===== src/rtl/mem_port_arbiter.sv =====
// rtl/mem_port_arbiter.sv - two-port (fetch/data) round-robin arbiter onto a single RAM port
// Three-state FSM (IDLE/ACCESS/DONE) with registered outputs and a per-access wait timeout.
module mem_port_arbiter #(
  parameter int unsigned TIMEOUT = 255
) (
  input  logic        clk,
  input  logic        rst,

  input  logic        if_req,
  input  logic [31:0] if_addr,
  output logic        if_done,
  output logic [31:0] if_rdata,

  input  logic        d_req,
  input  logic        d_we,
  input  logic [31:0] d_addr,
  input  logic [31:0] d_wdata,
  input  logic [1:0]  d_size,
  output logic        d_done,
  output logic [31:0] d_rdata,

  output logic        ram_cs,
  output logic        ram_we,
  output logic        ram_oe,
  output logic [31:0] ram_addr,
  output logic [31:0] ram_wdata,
  output logic [1:0]  ram_size,
  input  logic [31:0] ram_rdata,
  input  logic        ram_ready,

  output logic        busy,
  output logic        timeout_err
);

  typedef enum logic [1:0] {
    IDLE   = 2'd0,
    ACCESS = 2'd1,
    DONE   = 2'd2
  } state_t;

  localparam logic [7:0] TIMEOUT_CNT = 8'(TIMEOUT);

  state_t     state;
  logic       last_grant;   // 1 = data port won the previous grant
  logic       cur_data;     // 1 = transaction in flight belongs to the data port
  logic [7:0] wait_cnt;
  logic [7:0] wait_next;
  logic       data_wins;

  // On a tie the port that did not win last time takes the grant.
  always_comb begin
    data_wins = d_req && (!if_req || !last_grant);
    wait_next = wait_cnt + 8'd1;
  end

  always_ff @(posedge clk) begin
    if (rst) begin
      state       <= IDLE;
      last_grant  <= 1'b1;
      cur_data    <= 1'b0;
      wait_cnt    <= 8'd0;
      timeout_err <= 1'b0;
      ram_cs      <= 1'b0;
      ram_we      <= 1'b0;
      ram_oe      <= 1'b0;
      ram_addr    <= 32'd0;
      ram_wdata   <= 32'd0;
      ram_size    <= 2'b00;
      if_done     <= 1'b0;
      d_done      <= 1'b0;
      if_rdata    <= 32'd0;
      d_rdata     <= 32'd0;
      busy        <= 1'b0;
    end else begin
      if_done <= 1'b0;
      d_done  <= 1'b0;
      case (state)
        IDLE: begin
          if (if_req || d_req) begin
            state      <= ACCESS;
            busy       <= 1'b1;
            ram_cs     <= 1'b1;
            wait_cnt   <= 8'd0;
            last_grant <= data_wins;
            cur_data   <= data_wins;
            if (data_wins) begin
              ram_we    <= d_we;
              ram_oe    <= !d_we;
              ram_addr  <= d_addr;
              ram_size  <= d_size;
              ram_wdata <= d_wdata;
            end else begin
              ram_we    <= 1'b0;
              ram_oe    <= 1'b1;
              ram_addr  <= if_addr & 32'hFFFF_FFFC;
              ram_size  <= 2'b10;
              ram_wdata <= 32'd0;
            end
          end
        end

        ACCESS: begin
          // ram_ready wins over a timeout landing on the same edge.
          if (ram_ready || (wait_next == TIMEOUT_CNT)) begin
            state   <= DONE;
            ram_cs  <= 1'b0;
            ram_we  <= 1'b0;
            ram_oe  <= 1'b0;
            if_done <= !cur_data;
            d_done  <= cur_data;
            if (ram_ready) begin
              if (!cur_data)
                if_rdata <= ram_rdata;
              else if (!ram_we)
                d_rdata <= ram_rdata;
            end else begin
              timeout_err <= 1'b1;
            end
          end else begin
            wait_cnt <= wait_next;
          end
        end

        DONE: begin
          state <= IDLE;
          busy  <= 1'b0;
        end

        default: begin
          state <= IDLE;
          busy  <= 1'b0;
        end
      endcase
    end
  end

endmodule


===== config.mk =====
export PLATFORM = sky130hd
export DESIGN_NAME = mem_port_arbiter
export DESIGN_NICKNAME = d
export VERILOG_FILES = /design/src/rtl/mem_port_arbiter.sv
export SDC_FILE = /design/constraint.sdc
export NUM_CORES = 1
export LEC_CHECK = 0
export CORE_MARGIN = 8
export CORE_UTILIZATION = 25
export DETAILED_ROUTE_END_ITERATION = 8
export GPL_TIMING_DRIVEN = 0
export PLACE_DENSITY = 0.54
export SYNTH_ARGS = -nofsm -noshare
export SYNTH_HDL_FRONTEND = slang
export SYNTH_SLANG_ARGS = --single-unit
export TNS_END_PERCENT = 5

===== constraint.sdc =====
create_clock -name clk -period 2.1 [get_ports clk]
set_input_delay 0.42 -clock clk [delete_from_list [all_inputs] [get_ports clk]]
set_output_delay 0.42 -clock clk [all_outputs]
set_load 0.03 [all_outputs]

==> flow_summary.json <==
{
  "fin_crit_ps": 2010,
  "clockRootBuffer": "clkbuf_16",
  "place_hpwl_mm": 16.5,
  "final_nets": 1083,
  "synth_edf_count": 0,
  "syn_area_per_cell_um2": 8.65,
  "fin_worst_hold_slack_ps": 453,
  "r2r_setup_slack_ps": 120,
  "post_drt_wl_per_cell_um": 17.2,
  "relSlewSlack_pct": 54.5,
  "end_kind": "primary output",
  "holdBufCountCts": 0,
  "cts_tree": "yes",
  "hold_depth": 2,
  "synth_top_cell_area_share_pct": 52.6,
  "min_to": "if_rdata[24]",
  "outcome": "finished, final reports clean",
  "cts_setup_buffers": 0,
  "critPathKind": "flip-flop to primary output",
  "start_util_pct": 25.3,
  "grt_max_degree": 17,
  "async_flop_share_pct": 0,
  "drv_cap": 0,
  "die_h_um": 167,
  "dr.pass1.iters": 4,
  "gr-usage-met3_pct": 7.12,
  "critPathBufInv": 1,
  "fin_crit_sh_pct": 95.6,
  "grt_pass1_vias": 5769,
  "p_total_mw": 7.81,
  "via_per_inst": 4.51,
  "p_leak_nw": 3.35,
  "worstPathArrival_ps": 1590,
  "wl_mm": 21.4,
  "synth.most_common_cell": "dfxtp_1",
  "clkTransAtPathRegs_ps": 70,
  "port_buffers": 270,
  "drive_gt1_share_pct": 6.89,
  "num_vias": 5607,
  "antenna_found_initial": 0,
  "numCtsBuffers": 17,
  "worst-path-max-fanout": 5,
  "syn_to_final_growth_pct": 65.6,
  "drc": 0,
  "cp_slowest_cell": "clkdlybuf4s50_1",
  "yosys-top-cells-area": "dfxtp_1, nand2_1, a21oi_1",
  "gp_congestion": 0.802,
  "htreeDepth": 4,
  "reg2regPathDepth": 7,
  "finalSetupViolations": 0,
  "met1_usage_pct": 17.3,
  "cp-start-kind": "flip-flop",
  "max_freq_mhz": 498,
  "synth_top_flop_cell": "dfxtp_1",
  "finalHoldViolations": 0,
  "dpl-instance-area_mm2": 0.00873,
  "antenna_left": 0,
  "globalRouteTotalUtil_pct": 15.2,
  "hold_start": "if_rdata[24]",
  "cp_data_required_time_ps": 1680,
  "cellPowerDensity_mw_per_mm2": 831,
  "reg2reg_to": "wait_cnt[1]",
  "peakVddDrop_mv": 0.493,
  "die-width_um": 167,
  "rsz0062_at_grt": "true",
  "busiest_layer": "met2",
  "syn_inst": 656,
  "rows": 55,
  "fin_area_mm2": 0.00940,
  "grt-ovfl-total": 0,
  "synth_common_cells": "dfxtp_1, nand2_1, nor2_1",
  "critPathTopFamily": "buffers and inverters",
  "grt_pass1_wl_mm": 33.5,
  "core_area_mm2": 0.0224,
  "maxSlewViolCount": 0,
  "synth_warnings": 0,
  "clock_sinks": 149,
  "synth.largest_area_cell": "dfxtp_1",
  "cp_cell_sequence": "clkdlybuf4s50_1",
  "r2r-start": "wait_cnt[0]",
  "ys_ff_latch": 149,
  "clockBufferDepth": 2,
  "ys_seq_area_share_pct": 52.6,
  "hold_class": "flip-flop to flip-flop",
  "synthesis.nets": 794,
  "fin_skew_ps": 7.86,
  "netlist_area_mm2": 0.00568,
  "cpPeakStageDelay_ps": 760,
  "drtIter0Drc": 242,
  "n_antenna_cell": 0,
  "tightest_slew_ps": 677,
  "synth_cell_types": 46,
  "clock_latency_ps": 430,
  "pin_count": 273,
  "grt_use_met2_pct": 25.5,
  "die_area_mm2": 0.0278
}
[state kept, by name, indices dropped and copies added (netlist names)]
signal / count
timeout_err: 1
ram_oe: 1
ram_size: 2
state: 2
d_done: 1
ram_addr: 32
if_done: 1
if_rdata: 32
wait_cnt: 8
last_grant: 1
cur_data: 1
ram_cs: 1
ram_wdata: 32
busy: 1
d_rdata: 32
ram_we: 1
[power breakdown]
group          switching (mW)  internal, mW  total (mW)
Clock                    1.39          1.93        3.32
Combinational           0.788         0.641        1.43
Sequential             0.0854          2.98        3.07
Total                    2.26          5.55        7.81
[per-layer routing]
layer  share of wire, %  vias up  routed length [um]
li1                   -     2858                   -
met1                 42     2559                8930
met2                 48      177               10200
met3                9.6       13                2050
met4                1.1        0                 236
met5                  0        -                   0
[layout by cell type, fill, tap and decap left out, drive strengths merged, types with 6 or more instances in the layout]
| cell | netlist | final |
|---|---|---|
| o21ai | 10 | 10 |
| buf | 15 | 15 |
| dfxtp | 149 | 149 |
| inv | 3 | 14 |
| clkdlybuf4s50 | 0 | 270 |
| a211oi | 30 | 30 |
| nand2 | 141 | 141 |
| nand3 | 6 | 6 |
| a21oi | 73 | 73 |
| mux2i | 31 | 31 |
| nor2 | 75 | 75 |
| clkbuf | 35 | 52 |
| a22oi | 35 | 35 |
[through the flow]
stage | TNS [ps] | util [%] | instances | setup WS [ps]
6_report | 0 | 41.9 | 1243 | 91.8
2_1_floorplan | 0 | - | 656 | 301
3_5_place_dp | -36800 | 38.9 | 1211 | -377
4_1_cts | 0 | 41.8 | 1243 | 48.4
3_3_place_gp | -36430 | 38.9 | 1211 | -328
5_1_grt | -123 | 41.9 | 1243 | -25.3
[cells by family (layout without fill, tap and decap cells)]
group | after synthesis | count (layout) | share of synthesized area [%]
adder cells (fa/ha/maj) | 2 | 2 | 0.441
multiplexers | 31 | 31 | 5.47
buffers and inverters | 53 | 355 | 3.77
flip-flops | 149 | 149 | 52.6
AND/OR/NAND/NOR | 248 | 248 | 18.2
AO/OA/AOI/OAI | 173 | 173 | 19.6
[how the worst max path moves through the flow]
stage | from | end | slack, ps | cells after the start
5_1_grt | state[1] | ram_addr[28] | -30 | 6
3_3_place_gp | d_req | ram_wdata[29] | -330 | 8
4_1_cts | wait_cnt[1] | if_done | 50 | 6
6_report | ram_we | ram_we | 90 | 1
3_5_place_dp | d_req | ram_wdata[10] | -380 | 8
2_1_floorplan | wait_cnt[0] | wait_cnt[1] | 300 | 6
[layout make-up]
cell class,count,area (um2)
multi-input combinational,454,2500
buffer,50,209
timing repair buffer,270,2700
sequential,149,2990
fill,2296,13000
inverter,3,11.3
clock inverter,15,204
tap,285,357
clock buffer,17,425
[repair_timing]
action                     CTS  global route
gates resized for setup      2            14
pin swaps                    0             1
setup endpoints to repair   10            80
(Power assumes the default switching activity.)
